## config.mk

```make
export PLATFORM = sky130hd
export DESIGN_NAME = drive_cmd_arbiter
export DESIGN_NICKNAME = d
export VERILOG_FILES = /design/src/rtl/drive_cmd_arbiter.sv
export SDC_FILE = /design/constraint.sdc
export NUM_CORES = 1
export LEC_CHECK = 0
export BUFFER_PORTS_ARGS = -buffer_cell sky130_fd_sc_hd__buf_2
export CORE_UTILIZATION = 45
export DETAILED_ROUTE_END_ITERATION = 12
export MAX_ROUTING_LAYER = met4
export PLACE_DENSITY = 0.74
export SYNTH_ARGS = -nofsm -noshare
export SYNTH_HDL_FRONTEND = slang
export SYNTH_SLANG_ARGS = --single-unit
export TNS_END_PERCENT = 5
```

## constraint.sdc

```tcl
create_clock -name clk -period 4.02 [get_ports clk]
set_input_delay 0.402 -clock clk [delete_from_list [all_inputs] [get_ports clk]]
set_output_delay 0.402 -clock clk [all_outputs]
set_load 0.03 [all_outputs]
```

## src/rtl/drive_cmd_arbiter.sv

```systemverilog
// drive_cmd_arbiter: shares the two-wheel drive between estop, auto sequencer and manual stream
// Ports: clk, rst (async active-low); tick pacing strobe; estop level; man_valid/man_cmd manual
// byte stream; auto_req/auto_code sequencer request; motor_code/left/right/duty drive outputs;
// owner (0 none,1 manual,2 auto,3 estop); dead_active; wdog_trip (sticky until next man_valid).
// Optional DRIVE_RAMP_EN: duty ramps by RAMP_STEP per tick after each nonzero code change.
module drive_cmd_arbiter #(
  parameter int DEAD_TICKS = 4,
  parameter int MIN_DWELL = 2,
`ifdef DRIVE_RAMP_EN
  parameter int RAMP_STEP = 32,
`endif
  parameter int WDOG_TICKS = 64
) (
  input  logic       clk,
  input  logic       rst,
  input  logic       tick,
  input  logic       estop,
  input  logic       man_valid,
  input  logic [7:0] man_cmd,
  input  logic       auto_req,
  input  logic [2:0] auto_code,
  output logic [2:0] motor_code,
  output logic [1:0] left,
  output logic [1:0] right,
  output logic [7:0] duty,
  output logic [1:0] owner,
  output logic       dead_active,
  output logic       wdog_trip
);
  typedef enum logic [1:0] {IDLE, RUN, DEAD, ESTOP} state_t;
  state_t state, state_nx;
  logic [2:0] code_nx, pend_code, pend_nx, man_code, mc_nx, man_dec, man_c, cand_code;
  logic [1:0] owner_nx, cand_own;
  logic [7:0] dwell, dwell_nx, dead, dead_nx, run_duty;
  logic [15:0] wdog, wdog_nx;
  logic man_vld, mv_nx, trip_nx, man_ok, man_av, wd_hit, apply, take;
  function automatic logic [3:0] pins(input logic [2:0] c);
    case (c)
      3'd1: pins = 4'b0101;
      3'd2: pins = 4'b1010;
      3'd3: pins = 4'b0100;
      3'd4: pins = 4'b0001;
      3'd5: pins = 4'b1001;
      3'd6: pins = 4'b0110;
      default: pins = 4'b0000;
    endcase
  endfunction
  // A side flipping between 01 and 10 means a direction reversal.
  function automatic logic rev(input logic [3:0] a, input logic [3:0] b);
    rev = (a[3:2] == 2'b01 && b[3:2] == 2'b10) || (a[3:2] == 2'b10 && b[3:2] == 2'b01) ||
          (a[1:0] == 2'b01 && b[1:0] == 2'b10) || (a[1:0] == 2'b10 && b[1:0] == 2'b01);
  endfunction
  assign man_ok = man_valid && man_cmd >= 8'd10 && man_cmd <= 8'd16;
  assign man_dec = 3'(man_cmd - 8'd10);
  // A strobe coinciding with tick wins over the older pending byte.
  assign man_av = man_ok || man_vld;
  assign man_c = man_ok ? man_dec : man_code;
  assign cand_own = auto_req ? 2'd2 : man_av ? 2'd1 : 2'd0;
  assign cand_code = auto_req ? (auto_code == 3'd7 ? 3'd0 : auto_code) : man_av ? man_c : 3'd0;
  assign wd_hit = owner == 2'd1 && !man_valid && wdog == 16'(WDOG_TICKS - 1);
  assign dead_active = state == DEAD;
  always_comb begin
    state_nx = state;
    code_nx = motor_code;
    owner_nx = owner;
    dwell_nx = dwell;
    dead_nx = dead;
    pend_nx = pend_code;
    wdog_nx = (man_valid || owner != 2'd1) ? '0 : (tick ? (wd_hit ? '0 : wdog + 16'd1) : wdog);
    trip_nx = wdog_trip & ~man_valid;
    mv_nx = man_ok ? 1'b1 : man_vld;
    mc_nx = man_ok ? man_dec : man_code;
    apply = 1'b0;
    take = 1'b0;
    if (estop) begin
      state_nx = ESTOP;
      code_nx = '0;
      owner_nx = 2'd3;
      mv_nx = 1'b0;
    end else if (tick) begin
      if (wd_hit) begin
        state_nx = IDLE;
        code_nx = '0;
        owner_nx = '0;
        trip_nx = 1'b1;
      end else begin
        case (state)
          ESTOP: begin
            state_nx = IDLE;
            owner_nx = '0;
            mv_nx = 1'b0;
          end
          IDLE: apply = cand_own != 2'd0;
          RUN: begin
            // Preemption ignores dwell; auto releasing falls back at once; same-owner changes wait.
            if (cand_own > owner || (owner == 2'd2 && !auto_req) ||
                (cand_own == owner && cand_own != 2'd0 && dwell >= 8'(MIN_DWELL) &&
                 (owner == 2'd1 || cand_code != motor_code)))
              apply = 1'b1;
            else if (cand_own == 2'd0 && motor_code == 3'd0) begin
              state_nx = IDLE;
              owner_nx = '0;
            end else
              dwell_nx = dwell >= 8'(MIN_DWELL) ? dwell : dwell + 8'd1;
          end
          default: begin
            // Higher priority swaps the stored code but keeps the dead-time count running.
            if (cand_own > owner) begin
              pend_nx = cand_code;
              owner_nx = cand_own;
              take = cand_own == 2'd1;
            end
            if (dead == 8'(DEAD_TICKS - 1)) begin
              state_nx = RUN;
              code_nx = pend_nx;
              dwell_nx = '0;
            end else
              dead_nx = dead + 8'd1;
          end
        endcase
        if (apply) begin
          take = cand_own == 2'd1;
          owner_nx = cand_own;
          if (rev(pins(motor_code), pins(cand_code))) begin
            state_nx = DEAD;
            code_nx = '0;
            dead_nx = '0;
            pend_nx = cand_code;
          end else begin
            state_nx = (cand_own == 2'd0 && cand_code == 3'd0) ? IDLE : RUN;
            code_nx = cand_code;
            dwell_nx = '0;
          end
        end
        if (take) mv_nx = 1'b0;
      end
    end
  end
`ifdef DRIVE_RAMP_EN
  logic [7:0] ramp;
  always_ff @(posedge clk or negedge rst)
    if (!rst) ramp <= '0;
    else if (state_nx == RUN && code_nx != 3'd0 && (state != RUN || code_nx != motor_code)) ramp <= 8'(RAMP_STEP);
    else if (tick && state == RUN) ramp <= (ramp > 8'(255 - RAMP_STEP)) ? 8'hff : ramp + 8'(RAMP_STEP);
  assign run_duty = ramp;
`else
  assign run_duty = 8'hff;
`endif
  always_ff @(posedge clk or negedge rst)
    if (!rst) begin
      state <= IDLE;
      motor_code <= '0;
      owner <= '0;
      dwell <= '0;
      dead <= '0;
      wdog <= '0;
      wdog_trip <= 1'b0;
      man_vld <= 1'b0;
      man_code <= '0;
      pend_code <= '0;
      left <= '0;
      right <= '0;
      duty <= '0;
    end else begin
      state <= state_nx;
      motor_code <= code_nx;
      owner <= owner_nx;
      dwell <= dwell_nx;
      dead <= dead_nx;
      wdog <= wdog_nx;
      wdog_trip <= trip_nx;
      man_vld <= mv_nx;
      man_code <= mc_nx;
      pend_code <= pend_nx;
      {left, right} <= pins(motor_code);
      duty <= estop ? 8'd0 : (state == RUN && motor_code != 3'd0) ? run_duty : 8'd0;
    end
endmodule
```

Word-level counts from Yosys, hierarchy flattened
Cells that the tools add are included.

word-level totals
  register bits after elaboration = 59
  logic and storage cells = 182
  output and inout bits = 19

cells by class
  equality and inequality tests = 36
  reductions and logical operators = 42
  $add $sub $neg = 4
  bitwise logic cells = 4
  $lt $le $gt $ge = 4
  mux-type cells = 79

operators by type and width
  operator               number
  $mux 8                 12
  $mux 16                3
  $pmux 4 s6             2
  $mux 3                 15
  $mux 4                 8
  $mux 2                 14
  $eq 3x3->1 const B     7
  $mux 1                 21
  $add 16x1->16 const B  1
  $add 8x1->8 const B    2
  $eq 16x6->1 const B    1
  $pmux 8 s2             1
  $logic_and 1x1->1      15
  $eq 2x1->1 const B     7
  $eq 2x2->1 const B     7
  $eq 3x2->1 const B     4
  $pmux 2 s3             2
  $reduce_bool 6->1      2
  $ne 5x5->1 const B     2
  $reduce_and 5->1       2
  $eq 8x2->1 const B     1
  $ge 8x2->1 const B     1
  $ge 8x4->1 const B     1
  $le 8x5->1 const B     1
  other kinds (21)       37

Depth between registers and ports, before layout
Gate-level depths: netlist (run 1).

  word-level depth = 30
  gate-level depth with buffers = 16
  mapped depth without buffers = 16

Worst setup path after synthesis (run 1)
No wires, ideal clock.

  path type = input to register
  start point = input man_cmd[1]
  end point = register pend_code[1]
  library setup time = 0.128 ns
  arrival time = 3.416 ns
  setup slack = 0.477 ns
  cell stages on the path = 15
  cell sequence = inv_1 ha_1 nand4bb_1 o21ai_1 a21oi_1 or2_2 ha_1 a2bb2oi_1 or2_2 a41o_1 a21oi_1 a31oi_1 o31ai_2 a21oi_2 mux2_1

between the ends
  cells in the longest elaborated chain, start to end = 19
  elaborated cells on any way between the ends = 52
  those cells by class = add/sub: 1; order compare: 3; eq/ne: 12; mux: 19; reduce/logical: 17

ends and longest elaborated chain
  element                                            line  text
  start, declared                                    19    input logic [7:0] man_cmd,
  $ge 8x4->1                                         53    assign man_ok = man_valid && man_cmd >= 8'd10 && man_cmd <= 8'd16;
  $logic_and 1x1->1 (2 in series)                    53
  $mux 3 / $logic_or 1x1->1 (equally long branches)  n/a
  $mux 3 (2 in series)                               59    assign cand_code = auto_req ? (auto_code == 3'd7 ? 3'd0 : auto_code) : man_av ? man_c : 3'd0;
  $eq 3x3->1, or another cell as far along           38    case (c)
  $pmux 4 s6                                         38
  $mux 4                                             121   if (apply) begin
  $mux 4                                             81    if (wd_hit) begin
  $mux 4                                             80    end else if (tick) begin
  $mux 4                                             75    if (estop) begin
  $eq 2x2->1 / $eq 2x1->1 (equally long branches)    50    rev = (a[3:2] == 2'b01 && b[3:2] == 2'b10) || (a[3:2] == 2'b10 && b[3:2] == 2'b01) ||
  $logic_and 1x1->1                                  50
  $logic_or 1x1->1 (2 in series)                     50
  $logic_or 1x1->1                                   51    (a[1:0] == 2'b01 && b[1:0] == 2'b10) || (a[1:0] == 2'b10 && b[1:0] == 2'b01);
  $mux 3                                             124   if (rev(pins(motor_code), pins(cand_code))) begin
  $mux 3 (*)                                         121
  end signal, assigned                               174   pend_code <= pend_nx;
  end, declared                                      32    logic [2:0] code_nx, pend_code, pend_nx, man_code, mc_nx, man_dec, man_c, cand_code;

Mark *: on every way between the ends. The rest lies on a longest branch, timed or not. The select of a mux whose other input is x is not followed.
A chain may end at the register's enable or synchronous reset.

Worst setup path in the final report (run 1)
  start point = input man_cmd[1]
  end point = register pend_code[0]

The elaborated chain is that of the path after synthesis.

==> results of run 1 <==
-- worst max-delay path, cell delays in order --
cell and delay (ns):
buf_2 0.12, inv_1 0.08, ha_1 0.16, nand4bb_1 0.12, o21ai_1 0.14, a21oi_1 0.13
or2_2 0.30, ha_1 0.19, nor2b_1 0.11, a2bb2oi_1 0.26, or2_2 0.17, a41o_1 0.11
a21oi_1 0.09, a31oi_1 0.36, o31ai_2 0.25, a21oi_2 0.27, mux2_1 0.35
-- routing by layer --
metal	global-route usage, %	up-vias	part of all wire (%)
met5	-	-	0
met4	6.86	0	1.6
met3	3.11	12	6.9
li1	-	1484	-
met2	33.3	129	44
met1	29.7	1474	47
-- cells in the final DEF (no fill, tap or decap), drive strengths merged, types with 3 or more instances in the layout --
| cell | count |
|---|---|
| o21a | 4 |
| ha | 11 |
| o211ai | 3 |
| mux2 | 4 |
| nand2 | 56 |
| nand3 | 17 |
| xnor2 | 6 |
| a22o | 5 |
| o221ai | 4 |
| inv | 19 |
| nor4 | 9 |
| a21oi | 21 |
| o31ai | 4 |
| o21ai | 45 |
| a31oi | 5 |
| nor2b | 7 |
| a211oi | 3 |
| and3 | 9 |
| o2bb2ai | 3 |
| dfrtp | 52 |
| nor2 | 35 |
| nand4 | 8 |
| nor3 | 7 |
| buf | 39 |
| clkbuf | 5 |
| and2 | 5 |
| o2111ai | 4 |
-- power by group through the flow --
stage	sequential, mW	combinational [mW]	clock (mW)
2_1_floorplan	0.662	0.374	0
3_3_place_gp	0.654	0.518	0
3_5_place_dp	0.656	0.532	0
4_1_cts	0.647	0.534	0.447
5_1_grt	0.658	0.611	0.463
6_report	0.648	0.541	0.437
-- through the flow --
| stage | instances | hold WS (ns) | instance area [um2] |
|---|---|---|---|
| floorplan | 395 | 0.106 | 3320 |
| global placement | 510 | 0.469 | 3550 |
| detailed placement | 510 | 0.487 | 3550 |
| CTS | 518 | 0.219 | 3690 |
| global route | 518 | 0.263 | 3690 |
| finish | 518 | 0.189 | 3690 |
-- final timing paths --
kind | end | slack (ns) | depth (start not counted)
setup / recovery | pend_code[0]$_DFFE_PN0P_ | 0.60 | 17
hold / removal | state[1]$_DFFE_PN0P_ | 0.19 | 2
setup reg to reg | pend_code[0]$_DFFE_PN0P_ | 0.91 | 12
hold reg to reg | wdog[15]$_DFFE_PN0P_ | 0.50 | 1
max in group asynchronous | wdog[1]$_DFFE_PN0P_ | 3.39 | 2
min in group clk | wdog_trip$_DFF_PN0_ | 0.30 | 2
-- registers in the layout, indices dropped and copies added (netlist names), 2 cells and up --
| signal | flops |
|---|---|
| state | 2 |
| pend_code | 3 |
| man_code | 3 |
| left | 2 |
| dwell | 8 |
| right | 2 |
| wdog | 16 |
| motor_code | 3 |
| owner | 2 |
| dead | 8 |
-- logic make-up after synthesis --
| group | synth area share (%) |
|---|---|
| AO/OA/AOI/OAI | 23.8 |
| XOR/XNOR | 1.84 |
| adder cells (fa/ha/maj) | 4.14 |
| buffers and inverters | 5.08 |
| flip-flops | 39.1 |
| multiplexers | 1.35 |
| AND/OR/NAND/NOR | 24.6 |
-- synth_stat cells (3+ instances only) --
master / n / area [um2]
nor2_1: 35 / 131
a21oi_1: 20 / 100
inv_1: 18 / 67.6
o21ai_1: 3 / 15.0
o21a_1: 4 / 30.0
xnor2_1: 6 / 52.6
and3_1: 9 / 56.3
nor2b_1: 7 / 43.8
nand4_1: 8 / 50.1
dfrtp_1: 52 / 1300
clkbuf_1: 13 / 48.8
buf_4: 7 / 52.6
o221ai_1: 4 / 35.0
nand3_1: 16 / 80.1
nor4_1: 8 / 50.1
mux2_1: 3 / 33.8
o2bb2ai_1: 3 / 26.3
and2_1: 5 / 31.3
o21ai_0: 42 / 210
ha_1: 11 / 138
a31oi_1: 5 / 31.3
nand2_1: 54 / 203
o2111ai_1: 4 / 35.0
o31ai_1: 3 / 22.5
a22o_1: 5 / 43.8
nor3_1: 7 / 35.0
-- layout make-up --
cell class	instances	area share, %
Clock buffer	5	1.87
Clock inverter	3	1.87
Inverter	18	1.83
Multi-Input combinational cell	305	50.3
Sequential cell	52	35.3
Tap cell	96	3.26
Timing Repair Buffer	39	5.57
==> results.ini, run 1 <==
[timing]
skew_ns=0.0184
worst_slack_ns=0.602
rsz0062_at_grt=no
finalWorstPathRequiredPeriod_ns=3.42
setup_tns_ns=0
fmax_ghz=0.293
period_share_pct=85.0
maxSlewHeadroom_pct=41.1
finalHoldViolations=0
worstMarginPinSlew_ns=0.880
setup_violations=0
slew_violations=0

[floorplanning]
chipWidth_um=88.0
die_area_mm2=0.00774
die_h_um=88.0
fp-row-count=30
start_util_pct=47.6
boundaryPins=36
core_area_mm2=0.00698

[clock_tree]
path_clk_slew_ns=0.11
cts.path.max_buffers=2
clkLatencyLatePin_ns=0.32
htreeDepth=2
cts.repair.resized=0
clkSinkCount=52
cts-root-buf=clkbuf_8
cts_made_buffers=5
ctsHoldBuffers=0
post-cts-setup-buffer-count=0
cts_tree=done

[global_route]
grt_pass1_wl_mm=12.9
track_usage_pct=21.8
antenna_found_initial=0
grt.overflow.total=0
grt_pass1_vias=2805
grt_max_degree=53

[route]
routed_wl_mm=7.60
dr.pass1.iters=5
drt-initial-drc-count=276
wl_per_cell_um=14.7
num_vias=3099
drcViolationCount=0
postRouteAntennaNets=0
via_per_inst=5.98

[outcome]
status=finished, final reports clean

[layout]
register_area_mm2=0.00130
drive_gt1_share_pct=14.7
fill_cells=660
final_nets=449
final_util_pct=52.8
antenna_cells=0
areaGrowthSynthToFinish_pct=10.9
multi_input_area_mm2=0.00185

[worst_setup_path]
cp.arrival_ns=3.62
r2r-start=man_vld$_DFF_PN0_
cp_max_fo=7
endpoint_kind=flip-flop
startpoint=man_cmd[1]
critical_path_class=input pin to flip-flop
worst_ep_required_time_ns=4.22
crit_path_start_kind=input pin

[synth]
synthArstFlopShare_pct=100
synth_edf_count=0
ys_warn_count=0
yosysSeqAreaShare_pct=39.1
synth_cell_types=60
synth.ff_latch_count=52
syn_nets=423
syn_inst=395
yosys_most_used_dff=dfrtp_1
synth.avg_cell_area_um2=8.42
synth_area_mm2=0.00332

[power]
cellLeakagePower_nw=1.67
p_per_area_mw_per_mm2=441
p_comb_share_pct=33.3
intPower_mw=1.03
p_seq_share_pct=39.9
max-vdd-ir-drop_v=0.000215
netSwitchingPower_mw=0.595
swShare_pct=36.6
p_clk_share_pct=26.9
total_power_mw=1.63

[placement]
dp_slack_ns=0.304
io_buffer_count=35
dp_hpwl_mm=5.57
gp_congestion=0.884

[flow_run]
max_cap_violations=0

[min_path]
hp-class=input pin to async pin

Power figures use the tool's default switching activity.
==> run 2: changes to the inputs <==
- BUFFER_PORTS_ARGS: -buffer_cell sky130_fd_sc_hd__buf_2 -> -buffer_cell sky130_fd_sc_hd__clkbuf_2
==> run 2 against run 1 <==
- non-clock buffer count unchanged
- maximum frequency fell by 0.95%
- first-iteration DRC count decreased by 8.3%
- register-to-register slack worse by 0.06 ns
- sequential share of layout area is 0.40 points higher
- largest cell class unchanged
- highest routed layer unchanged
==> results.ini, run 2 (same netlist as run 1, synthesis figures left out) <==
[placement]
io_buffer_count=35
dp_hpwl_mm=5.65
placed_area_mm2=0.00355
gp_congestion=0.897

[layout]
drive_gt1_share_pct=14.7
register_area_mm2=0.00130
multi_input_area_mm2=0.00185
fill_cells=669
stdcell_area_mm2=0.00364
largest_registers=wdog: 16 flops, dead: 8 flops, dwell: 8 flops
final_util_pct=52.2
areaGrowthSynthToFinish_pct=9.64
top_register=wdog
antenna_cells=0
layout_common_cells=54 x nand2_1, 52 x dfrtp_1, 42 x o21ai_0
final_common_cell=nand2_1
final_nets=449
largest_register_ff_count=16

[timing]
setup_tns_ns=0
period_share_pct=85.8
skew_ns=0.0177
worstMarginPinSlew_ns=0.902
finalWorstPathRequiredPeriod_ns=3.45
slew_violations=0
whs_ns=0.193
setup_violations=0
finalHoldViolations=0
maxSlewHeadroom_pct=39.7
rsz0062_at_grt=no
fmax_ghz=0.290

[worst_setup_path]
worstPathCellList=clkbuf_2 > inv_1 > ha_1 > nand4bb_1 > o21ai_1 > a21oi_1 > or2_2 > ha_1 > nor2b_1 > a2bb2oi_1 > or2_2 > a41o_1 > a21oi_1 > a31oi_1 > o31ai_2 > a21oi_2 > mux2_1
slowest_stage=a31oi_1
endpoint_kind=flip-flop
crit_path_start_kind=input pin
cp_max_fo=7
worst_ep_required_time_ns=4.22
critical_path_class=input pin to flip-flop
max_stage_delay_ns=0.38
path_delay_family=compound AO/OA/AOI/OAI gates
crit_buf_inv=2
cp.arrival_ns=3.65

[clock_tree]
htreeDepth=2
cts-root-buf=clkbuf_8
clkSinkCount=52
post-cts-setup-buffer-count=0
ctsHoldBuffers=0
cts.path.max_buffers=2
clkLatencyLatePin_ns=0.32
cts_tree=done
path_clk_slew_ns=0.11
cts.repair.resized=0
cts_made_buffers=5

[route]
drcViolationCount=0
routed_wl_mm=7.72
num_vias=3088
via_per_inst=5.96
postRouteAntennaNets=0
drt-initial-drc-count=253
wl_per_cell_um=14.9
dr.pass1.iters=5

[floorplanning]
fp-row-count=30
boundaryPins=36
die_h_um=88.0
die_area_mm2=0.00774
start_util_pct=47.6
core_area_mm2=0.00698
chipWidth_um=88.0

[power]
max-vdd-ir-drop_v=0.000217
total_power_mw=1.52
p_per_area_mw_per_mm2=416
cellLeakagePower_nw=1.64

[min_path]
hp-class=input pin to async pin

[global_route]
grt_pass1_wl_mm=13.4
grt.overflow.total=0
gr-max-usage-layer=met2
antenna_found_initial=0
grt_pass1_vias=2870
met1_usage_pct=31.8
grt_max_degree=53
gr-usage-met2_pct=33.9
track_usage_pct=22.6
met3_usage_pct=2.92

[flow_run]
max_cap_violations=0

[outcome]
status=finished, final reports clean

==> run 2: cell types whose count changed in the layout (fill, tap and decap cells not counted) <==
cell,previous run,this run
clkinv_4,0,1
buf_2,35,0
clkbuf_2,0,35
inv_6,1,0
bufinv_16,2,0
clkinvlp_4,0,1
inv_8,0,1
==> run 2: final timing paths <==
kind	from	end	slack [ns]	depth (start not counted)
hold / removal	rst	state[0]$_DFFE_PN0P_	0.19	2
hold reg to reg	man_code[2]$_DFF_PN0_	man_code[2]$_DFF_PN0_	0.50	2
setup reg to reg	man_vld$_DFF_PN0_	pend_code[0]$_DFFE_PN0P_	0.85	12
max in group asynchronous	rst	wdog[3]$_DFFE_PN0P_	3.39	2
min in group clk	man_valid	wdog_trip$_DFF_PN0_	0.31	2
setup / recovery	man_cmd[1]	pend_code[0]$_DFFE_PN0P_	0.57	17
==> run 2: where the power goes <==
group | switching [mW] | internal, mW
logic | 0.349 | 0.197
clock network | 0.193 | 0.128
registers | 0.0657 | 0.583
==> run 2: layout make-up <==
cell class	instances	share of cell area [%]
Tap cell	96	3.30
Inverter	18	1.85
Sequential cell	52	35.7
Timing Repair Buffer	39	5.63
Multi-Input combinational cell	305	50.9
Clock inverter	3	0.755
Clock buffer	5	1.89
==> run 2: metal layers <==
metal / wire length [um] / vias to the layer above / part of all wire (%)
li1: - / 1484 / -
met1: 3700 / 1487 / 48
met2: 3520 / 105 / 46
met3: 383 / 12 / 5.0
met4: 116 / 0 / 1.5
met5: 0 / - / 0
==> run 2: per-stage QoR <==
stage	std cells	worst slack [ns]
6_report	518	0.569
5_1_grt	518	0.296
4_1_cts	518	0.608
3_5_place_dp	510	0.286
3_3_place_gp	510	0.530
2_1_floorplan	395	0.477
==> run 3: changes to the inputs <==
- ABC_AREA: not set -> 1
- ABC_CLOCK_PERIOD_IN_PS: not set -> 4019
- PLACE_DENSITY: 0.74 -> 0.73
==> run 3 against run 2 <==
- sequential share of layout area shrank 2.7 points
- count of clock-buffer cells in the layout grew 1
- sequential power grew 10%
- global-route usage shrank 1.8 points
- maximum frequency grew 15%
- critical path type unchanged
- largest cell class unchanged
==> results.ini, run 3 <==
[synth]
yosys_most_used_dff=dfrtp_1
synth_top_area_share_pct=35.8
synth.ff_latch_count=52
ys_warn_count=0
synth.avg_cell_area_um2=7.15
synth_edf_count=0
synth.top_cells.by_count=129 x nand2_1, 82 x inv_1, 52 x dfrtp_1
synth_cell_types=31
synthArstFlopShare_pct=100
synth_area_mm2=0.00363
synth_area_leaders=dfrtp_1 36%, nand2_1 13%, inv_1 8.5%, nand3_1 6.5%, o21ai_0 5.7%
yosysTopAreaCell=dfrtp_1
yosysSeqAreaShare_pct=35.8
syn_inst=508
syn_nets=536
yosysMostFrequentCell=nand2_1

[route]
via_per_inst=5.21
num_vias=3347
routed_wl_mm=8.03
wl_per_cell_um=12.5
dr.pass1.iters=6
drt-initial-drc-count=168
drcViolationCount=0
postRouteAntennaNets=0

[clock_tree]
cts_tree=done
htreeDepth=2
path_clk_slew_ns=0.11
clkLatencyLatePin_ns=0.32
post-cts-setup-buffer-count=0
cts_made_buffers=5
cts-root-buf=clkbuf_8
cts.repair.resized=0
ctsHoldBuffers=0
clkSinkCount=52
cts.path.max_buffers=2

[worst_setup_path]
cp_max_fo=11
critical_path_class=input pin to flip-flop
worst_ep_required_time_ns=4.24
crit_path_start_kind=input pin
worstRegToRegCells=14
cp.arrival_ns=3.23
endpoint_kind=flip-flop

[timing]
worst_slack_ns=1.02
rsz0062_at_grt=no
setup_tns_ns=0
skew_ns=0.0206
fmax_ghz=0.333
finalWorstPathRequiredPeriod_ns=3.00
worstMarginPinSlew_ns=0.687
setup_violations=0
slew_violations=0
finalHoldViolations=0
period_share_pct=74.7
maxSlewHeadroom_pct=54.0

[global_route]
grt_max_degree=53
track_usage_pct=20.8
grt_pass1_vias=3115
antenna_found_initial=0
grt.overflow.total=0
grt_pass1_wl_mm=13.9

[layout]
drive_gt1_share_pct=15.2
antenna_cells=0
final_common_cell=nand2_1
layout_common_cells=129 x nand2_1, 82 x inv_1, 52 x dfrtp_1
final_nets=567
largest_registers=wdog: 16 flops, dead: 8 flops, dwell: 8 flops
top_register=wdog
largest_register_ff_count=16
fin_cells=642
areaGrowthSynthToFinish_pct=8.79

[flow_run]
max_cap_violations=0

[power]
cellLeakagePower_nw=1.98
p_per_area_mw_per_mm2=551
max-vdd-ir-drop_v=0.000252

[floorplanning]
fp-row-count=32
chipWidth_um=91.8
die_area_mm2=0.00843
start_util_pct=46.7
boundaryPins=36
die_h_um=91.8
core_area_mm2=0.00777

[placement]
io_buffer_count=35
dp_cells=634
gp_congestion=0.887
dp_slack_ns=0.716
dp_hpwl_mm=6.10

[min_path]
hp-class=input pin to async pin

[outcome]
status=finished, final reports clean

[run 3: power by group]
group	internal (mW)	leakage, nW	switching, mW
sequential	0.622	0.701	0.0911
combinational	0.361	1.23	0.777
clock	0.141	0.0516	0.182
[run 3: worst paths after layout]
path,startpoint,slack [ns],to
worst max-delay path,man_cmd[1],1.02,dwell[5]$_DFFE_PN0P_
worst min-delay path,rst,0.18,right[1]$_DFF_PN0_
worst max register to register,man_vld$_DFF_PN0_,1.35,dwell[5]$_DFFE_PN0P_
worst min register to register,man_code[0]$_DFF_PN0_,0.52,man_code[0]$_DFF_PN0_
max in group asynchronous,rst,3.37,dwell[0]$_DFFE_PN0P_
min in group clk,estop,0.32,wdog_trip$_DFF_PN0_
[run 3: layer usage]
layer | up-vias | GRT usage, % | share of wire [%] | routed length [um]
met2 | 93 | 35.0 | 48 | 3850
met3 | 15 | 2.74 | 3.8 | 306
li1 | 1688 | - | - | -
met1 | 1551 | 26.2 | 46 | 3730
met4 | 0 | 6.25 | 1.8 | 146
met5 | - | - | 0 | 0
[run 3: worst max-delay path, stage by stage]
cell and delay, ns:
clkbuf_2 0.09, inv_1 0.07, ha_1 0.14, nand3_1 0.07
nand2_1 0.16, nand3_4 0.14, a21oi_4 0.23, inv_1 0.07
ha_1 0.27, nand2_1 0.07, nand2_1 0.16, inv_1 0.11
a31oi_1 0.40, nand2_4 0.12, nand2_4 0.12, nand2_4 0.14
a21oi_4 0.28, nand2_1 0.08, o21ai_0 0.08
[run 3: cell families (layout without fill, tap and decap cells)]
family / Yosys count / count (layout) / synth area share [%]
simple gates: 254 / 254 / 32.5
xor+xnor: 11 / 11 / 2.65
buf+inv: 100 / 132 / 11.5
fa+ha+maj: 11 / 11 / 3.79
flops: 52 / 52 / 35.8
compound gates: 80 / 80 / 13.7
[run 3: through the flow]
stage | power [mW] | hold WS [ns] | cell area, um2 | util [%]
floorplan | 1.62 | 0.106 | 3630 | -
global placement | 1.82 | 0.481 | 3850 | 49.6
detailed placement | 1.85 | 0.491 | 3850 | 49.6
CTS | 2.17 | 0.219 | 3950 | 50.8
global route | 2.35 | 0.252 | 3950 | 50.8
finish | 2.17 | 0.182 | 3950 | 50.8
[run 3: area by class of cell]
class / count / area [um2]
Sequential cell: 52 / 1300
Multi-Input combinational cell: 356 / 1910
Inverter: 88 / 330
Clock inverter: 2 / 13.8
Fill cell: 760 / 3820
Tap cell: 102 / 128
Timing Repair Buffer: 36 / 183
Clock buffer: 6 / 82.6
